`config.mk`:
```
export PLATFORM = sky130hd
export DESIGN_NAME = vsm_out_port
export DESIGN_NICKNAME = d
export VERILOG_FILES = /design/src/rtl/vsm_out_port.sv
export SDC_FILE = /design/constraint.sdc
export NUM_CORES = 1
export LEC_CHECK = 0
export ABC_AREA = 1
export CAP_MARGIN = 20
export CORE_MARGIN = 2
export CORE_UTILIZATION = 55
export CTS_CLUSTER_DIAMETER = 30
export CTS_CLUSTER_SIZE = 25
export DETAILED_ROUTE_END_ITERATION = 10
export PLACE_DENSITY = 0.78
export SLEW_MARGIN = 5
export SYNTH_ARGS = -nofsm -noshare
export SYNTH_HDL_FRONTEND = slang
export SYNTH_SLANG_ARGS = --single-unit
```
`constraint.sdc`:
```
create_clock -name MainClock -period 3.21 [get_ports MainClock]
set_input_delay 0.8025 -clock MainClock [delete_from_list [all_inputs] [get_ports MainClock]]
set_output_delay 0.8025 -clock MainClock [all_outputs]
set_load 0.1 [all_outputs]
```
`src/rtl/vsm_out_port.sv`:
```
// vsm_out_port: VSM output port. Words from the internal bus IB are captured
// on LoadOut into a DEPTH-entry FIFO and presented one at a time on Out with
// a valid/acknowledge handshake. Out keeps the last delivered word so that
// consumers ignoring the handshake still see plain output-register behaviour.
//
// Optional build macro VSM_OUT_BYPASS_EN: when defined, a write arriving while
// the port is idle and the FIFO is empty goes straight into Out (1-edge
// latency) instead of passing through the FIFO (2-edge latency).
module vsm_out_port #(
    parameter int WIDTH = 4,
    parameter int DEPTH = 4,
    localparam int CW = $clog2(DEPTH + 1)
) (
    input  logic             MainClock,
    input  logic             invMainReset,
    input  logic [WIDTH-1:0] IB,
    input  logic             LoadOut,
    input  logic             OutAck,
    input  logic             ClrOvr,
    output logic [WIDTH-1:0] Out,
    output logic             OutValid,
    output logic [CW-1:0]    Count,
    output logic             Full,
    output logic             Empty,
    output logic             Overrun
);

    localparam int PW = $clog2(DEPTH);
    localparam logic [CW-1:0] CNT_FULL = CW'(DEPTH);
    localparam logic [CW-1:0] CNT_ONE  = CW'(1);
    localparam logic [PW-1:0] PTR_ONE  = PW'(1);

    typedef enum logic {
        IDLE    = 1'b0,
        PRESENT = 1'b1
    } state_t;

    state_t           state_q;
    state_t           state_d;
    logic [WIDTH-1:0] mem [DEPTH];
    logic [PW-1:0]    rd_ptr;
    logic [PW-1:0]    wr_ptr;
    logic [CW-1:0]    cnt_q;
    logic             pop;
    logic             push;
    logic             drop;
    logic             bypass;

    assign Count    = cnt_q;
    assign Full     = (cnt_q == CNT_FULL);
    assign Empty    = (cnt_q == '0);
    assign OutValid = (state_q == PRESENT);

    // Next-state decode: decides pop, bypass, push acceptance and drops from the pre-edge state
    always_comb begin
        state_d = state_q;
        pop     = 1'b0;
        bypass  = 1'b0;
        unique case (state_q)
            IDLE: begin
                if (!Empty) begin
                    pop     = 1'b1;
                    state_d = PRESENT;
                end
`ifdef VSM_OUT_BYPASS_EN
                else if (LoadOut) begin
                    bypass  = 1'b1;
                    state_d = PRESENT;
                end
`endif
            end
            PRESENT: begin
                // OutAck releases the presented word; refill from the FIFO if possible
                if (OutAck) begin
                    if (!Empty) begin
                        pop = 1'b1;
                    end else begin
                        state_d = IDLE;
                    end
                end
            end
            default: state_d = IDLE;
        endcase
        // A full FIFO still accepts a write when a pop frees the head slot on the same edge
        push = LoadOut && !bypass && (!Full || pop);
        drop = LoadOut && !bypass && Full && !pop;
    end

    // Control state: FSM, pointers, occupancy count and sticky overrun flag
    always_ff @(posedge MainClock or negedge invMainReset) begin
        if (!invMainReset) begin
            state_q <= IDLE;
            rd_ptr  <= '0;
            wr_ptr  <= '0;
            cnt_q   <= '0;
            Overrun <= 1'b0;
        end else begin
            state_q <= state_d;
            if (pop) begin
                rd_ptr <= rd_ptr + PTR_ONE;
            end
            if (push) begin
                wr_ptr <= wr_ptr + PTR_ONE;
            end
            unique case ({push, pop})
                2'b10:   cnt_q <= cnt_q + CNT_ONE;
                2'b01:   cnt_q <= cnt_q - CNT_ONE;
                default: cnt_q <= cnt_q;
            endcase
            // A drop on the same edge takes priority over a clear request
            if (drop) begin
                Overrun <= 1'b1;
            end else if (ClrOvr) begin
                Overrun <= 1'b0;
            end
        end
    end

    // Presented word: loaded from the FIFO head on a pop, or from IB on a bypass write
    always_ff @(posedge MainClock or negedge invMainReset) begin
        if (!invMainReset) begin
            Out <= '0;
        end else if (pop) begin
            Out <= mem[rd_ptr];
        end else if (bypass) begin
            Out <= IB;
        end
    end

    // FIFO storage: data only, contents are don't-care until written
    always_ff @(posedge MainClock) begin
        if (push) begin
            mem[wr_ptr] <= IB;
        end
    end

endmodule

```
# Word-level counts from Yosys, hierarchy flattened
# Memories as Yosys holds them, arrays and structs flattened. A register that Yosys moved wholly into a read port is not among the register bits.
# Cells that the tools add are included.
classes:
  reduce_logical: 10
  bitwise_logic: 1
  eq_ne: 3
  add_sub_neg: 4
  n_mux: 10
op_table:
  columns: ["cell", "count"]
  rows:
  - ["1-bit 2-to-1 mux", 7]
  - ["3-bit one-hot mux with 2 select lines", 1]
  - ["2-bit by 1-bit adder with 2-bit output (second input constant)", 2]
  - ["1-bit one-hot mux with 2 select lines", 2]
  - ["2-bit nonzero test", 2]
  - ["3-bit by 1-bit adder with 3-bit output (second input constant)", 1]
  - ["3-bit equality test (second input constant)", 1]
  - ["1-bit logical AND", 3]
  - ["1-bit zero test", 3]
  - ["3-bit zero test", 1]
  - ["3-bit by 1-bit subtractor with 3-bit output (second input constant)", 1]
  - ["2-bit by 1-bit equality test with 1-bit output (second input constant)", 1]
  - ["2-bit equality test (second input constant)", 1]
  - ["1-bit logical OR", 1]
  - ["1-bit NOT", 1]
totals:
  memories: 1
  inputBits: 9
  ff_bits: 9
  out_inout_bits: 11
  ramBits: 16
  elab_cells: 34
memory_table:
  columns: ["memory", "words", "word_bits", "rd", "rd_clocked_by_memory_dff", "write_ports", "line", "rtl"]
  rows:
  - ["mem", 4, 4, 1, 1, 1, "40", "logic [WIDTH-1:0] mem [DEPTH];"]

# Longest topological paths before layout
logic_depth:
  depth_word: 8
  mapped_depth: 9
  mapped_depth_nobuf: 9

# Least setup slack after synthesis
# No wires, ideal clock.
synth_timing:
  path_kind: "register -> output"
  start: "reg cnt_q[2], in the netlist Count[2]"
  end: "out Full"
  arrival_time_ns: 1.811
  stages_incl_launch_ff: 3
  n_path_buf: 0
  t_required_ns: 2.408
  setup_slack_ns: 0.597
  cell_sequence: "dfrtp_1 > nand2_2 > inv_1"
synth_between:
  elab_chain_cells: 1
synth_lines:
  columns: ["item", "line", "rtl"]
  rows:
  - ["start, declared", "43", "logic [CW-1:0] cnt_q;"]
  - ["start signal, assigned", "106", "2'b10: cnt_q <= cnt_q + CNT_ONE;"]
  - ["start signal, assigned", "107", "2'b01: cnt_q <= cnt_q - CNT_ONE;"]
  - ["start signal, assigned", "108", "default: cnt_q <= cnt_q;"]
  - ["3-bit equality test", "50", "assign Full = (cnt_q == CNT_FULL);"]
  - ["end, declared", "23", "output logic Full,"]
# Every way passes these cells.

# Worst setup path in the final report
layout_timing:
  start: "in OutAck"
  end: "reg cnt_q[2], in the netlist Count[2]"
layout_between:
  elab_chain_cells: 6
  word_cells_on_any_way: 8
  cone_classes: "eq/ne: 2; mux: 3; reduce/logical: 3"
layout_lines:
  columns: ["item", "line", "rtl"]
  rows:
  - ["start, declared", "18", "input logic OutAck,"]
  - ["1-bit 2-to-1 mux (*)", "74", "if (OutAck) begin"]
  - ["1-bit one-hot mux with 2 select lines (*)", "59", "unique case (state_q)"]
  - ["1-bit logical OR", "85", "push = LoadOut && !bypass && (!Full || pop);"]
  - ["1-bit logical AND", "85", null]
  - ["2-bit by 1-bit equality test with 1-bit output or 2-bit equality test (tied branches)", "105", "unique case ({push, pop})"]
  - ["3-bit one-hot mux with 2 select lines or 2-bit nonzero test (tied branches)", null, null]
# Every way passes the cells marked *; elsewhere a longest branch is shown, timed or not.
# A chain may end at the register's enable or synchronous reset.

==> results by stage <==
Detailed routing:
- The first TritonRoute pass finished after 4 iterations.
- The post-route antenna net violation count is 0.
- After detailed routing, the number of remaining DRC violations is 0.
- Dividing the detail-routed wire length by the instance count gives 12.7 um.
- The routed layout has 886 vias.
- The wire length after detailed routing is 2200 um.
- The violation count after the first detailed-route iteration is 24.
- In the routed layout, each cell is associated on average with a via count of 5.12.

Clock tree:
- The tree is rooted in a sky130_fd_sc_hd__clkbuf_4.
- TritonCTS built the clock tree.
- The maximum buffer depth of the clock tree is 2.
- The later pin in the worst-skew pair is clocked with a latency of 0.31 ns.
- The number of gates resized after CTS was 0.
- TritonCTS created 5 clock buffers.
- Counting every sink on the clock net gives 29.
- The count of buffers added by post-CTS timing repair for setup is 0.
- The number of hold buffers added after cts is 0.
- Clock-pin slew was measured on the worst setup and hold paths at 0.08 ns.
- CTS built an H-tree with a depth of 2.

STA:
- The share of the clock period used by the worst path after layout is a little over two thirds.
- The number of slew-limit violations in the final report came to 0.
- Setup violations remaining at the end of the flow were counted as 0.
- Across the routed clock network, the largest skew measured is roughly 0.0073 ns.
- The final count of hold timing violations is 0.
- Setup total negative slack on the finished layout was measured at 0 ns.
- The measured slew at the worst slew-check pin is 0.614 ns.
- The worst path in the final design needs a cycle of 2.24 ns, including I/O delays and setup.
- Derived from the worst setup path, the maximum achievable clock frequency is ~450 MHz.
- Setup repair after global routing left no endpoint under its margin.
- Measured against its own limit, the worst slew margin works out to 58.9%.

Worst hold path:
- The path type of the worst min-delay path is reg2reg.
- In this run the most critical hold path is launched from Overrun.
- The path with the worst hold slack has its endpoint at Overrun.
- The number of cells on the worst hold path is 2.

Worst setup path:
- In this run the register-to-register setup slack is 1.55 ns.
- The most critical setup path has its startpoint at OutAck.
- Measured in cells, the most critical reg-to-reg path has a length of 8.
- The endpoint of the most critical register-to-register path is Count[2].
- For the worst setup path, the data required time is 3.46 ns.
- The launch point of the worst reg-to-reg path is OutValid.
- The worst setup path is launched from an input port.
- STA classifies the critical path endpoint as a flip-flop.
- The signal arrival time at the worst endpoint is 2.49 ns.
- The biggest fanout along the worst timing path is 6.
- The start-to-end type of the worst setup path is in2reg.

Logic synthesis:
- In this run, synthesis produced a sequential element count of 29.
- The number of nets produced by synthesis is 133.
- The synthesized netlist occupies a cell area of 1280 sq um.
- After synthesis, the cell types taking the most area are sky130_fd_sc_hd__edfxtp_1 (38%), sky130_fd_sc_hd__dfrtp_1 (25%), sky130_fd_sc_hd__nor2_1 (8.2%).
- For this run, the register share of the synthesized area comes to 63.0%.
- The synthesized design spends more area on one cell type than any other, namely sky130_fd_sc_hd__edfxtp_1.
- The total of warnings raised by yosys is 0.
- The share of synthesized area in the top cell type comes to 37.6%.
- The instance count of the mapped netlist is between 100 and 150.
- The mean cell area of the mapped netlist is 10.7 sq um.
- The count of distinct cell types in the synthesized netlist is 20.

Cells and area:
- The signed area change from the synthesized netlist to the final layout is 19.7%.
- The layout filler cell count is 174.
- The share of final-layout standard cells stronger than drive strength 1 is 17.2%.
- Summing all flip-flop and latch instances after layout gives approximately 810 sq um.
- Leaving out fill and tap cells, the most frequent cell in the layout is sky130_fd_sc_hd__nor2_1.
- The repair_antennas step left the layout with diodes totalling 0.
- The area of the multi-input gates is 393 sq um.
- The final net count is 158.
- In the layout the commonest cells are sky130_fd_sc_hd__nor2_1 (28), sky130_fd_sc_hd__inv_1 (19), sky130_fd_sc_hd__edfxtp_1 (16).

Global route:
- The number of global-route vias before repair came to 893.
- The number of antenna violations at the first check in global routing is 0.
- Summed over all layers, the global routing overflow is 0.
- The total routing usage reported by global routing is about a fifth.
- The wire length of the first global-routing pass is 3710 um.
- Entering global routing, the biggest net connects 14 pins.

Run status:
- The run finished with clean final reports.

Floorplanning:
- The die is 52.2 um wide.
- The number of cell rows is 17.
- From bottom edge to top edge, the die measures 52.2 um.
- Once the floorplan was initialized, standard cells occupied 57.8% of the core.
- The floorplan step defined a die boundary enclosing 2730 sq um.
- The core footprint is 2210 sq um.
- The number of primary I/O pins is 20.

Job:
- The count of maximum capacitance violations is 0.

Placement:
- Routability-driven placement finished with a final weighted congestion of 0.816.
- In this run the tool buffered the top-level ports with 19 buffer cells.
- The detailed-placement wirelength estimate is 1610 um.
-- how the worst max path moves through the flow --
stage / endpoint / slack, ns
6_report: Count[2] / 0.97
4_1_cts: Count[2] / 0.98
5_1_grt: Count[2] / 0.82
3_3_place_gp: Count[2] / 0.73
2_1_floorplan: Full / 0.60
3_5_place_dp: Count[2] / 0.65
-- Yosys cell counts (all sizes together) --
master   n
nor2    29
inv     20
o32ai    1
nand2   10
a31oi    4
nand3    4
edfxtp  16
ha       4
xor2     3
a21oi    1
buf      1
dfrtp   13
o21ai   10
fa       1
nand4    2
-- worst max-delay path, cell delays in order --
cell                              delay, ns
sky130_fd_sc_hd__clkdlybuf4s50_1       0.45
sky130_fd_sc_hd__inv_1                 0.03
sky130_fd_sc_hd__nand2_1               0.20
sky130_fd_sc_hd__nand3_1               0.20
sky130_fd_sc_hd__fa_1                  0.44
sky130_fd_sc_hd__inv_1                 0.09
sky130_fd_sc_hd__nand4_1               0.09
sky130_fd_sc_hd__nand3_1               0.08
sky130_fd_sc_hd__nand2_1               0.05
sky130_fd_sc_hd__inv_1                 0.04
-- metal layers --
metal	share of wire [%]	track usage (%)
met1	43	21.8
met2	50	33.5
met3	6.1	7.71
met4	1.4	9.40
met5	0	0
-- logic make-up (layout without fill, tap and decap cells) --
kind of cell | count (synthesis) | after routing | synth area share [%]
compound gates | 16 | 16 | 7.83
simple gates | 45 | 45 | 15.4
xor+xnor | 3 | 3 | 2.06
fa+ha+maj | 5 | 5 | 5.48
flops | 29 | 29 | 63.0
buf+inv | 21 | 47 | 6.26
-- area by class of cell --
| cell class | count | share of cell area, % |
|---|---|---|
| Multi-Input combinational cell | 69 | 25.7 |
| Timing Repair Buffer | 19 | 10.6 |
| Inverter | 20 | 4.91 |
| Tap cell | 28 | 2.29 |
| Sequential cell | 29 | 52.7 |
| Clock buffer | 8 | 3.84 |
-- state kept, by name, summed over array words and instances (netlist names) --
name / cells
mem: 16
Out: 4
Count: 3
rd_ptr: 2
wr_ptr: 2
OutValid: 1
Overrun: 1
-- stage by stage --
| stage | instance area, sq um | std cells | hold slack (ns) | worst slack, ns | utilization (%) |
|---|---|---|---|---|---|
| after global routing | 1530 | 173 | 0.559 | 0.824 | 69.2 |
| after floorplan | 1280 | 119 | 0.506 | 0.597 | - |
| after global placement | 1470 | 165 | 0.515 | 0.733 | 66.5 |
| final | 1530 | 173 | 0.535 | 0.975 | 69.2 |
| after CTS | 1530 | 173 | 0.539 | 0.981 | 69.2 |
| after detailed placement | 1470 | 165 | 0.525 | 0.650 | 66.5 |
Power is not shown: default switching activity piles up to over one toggle a cycle in this logic, so the estimate is an artifact.
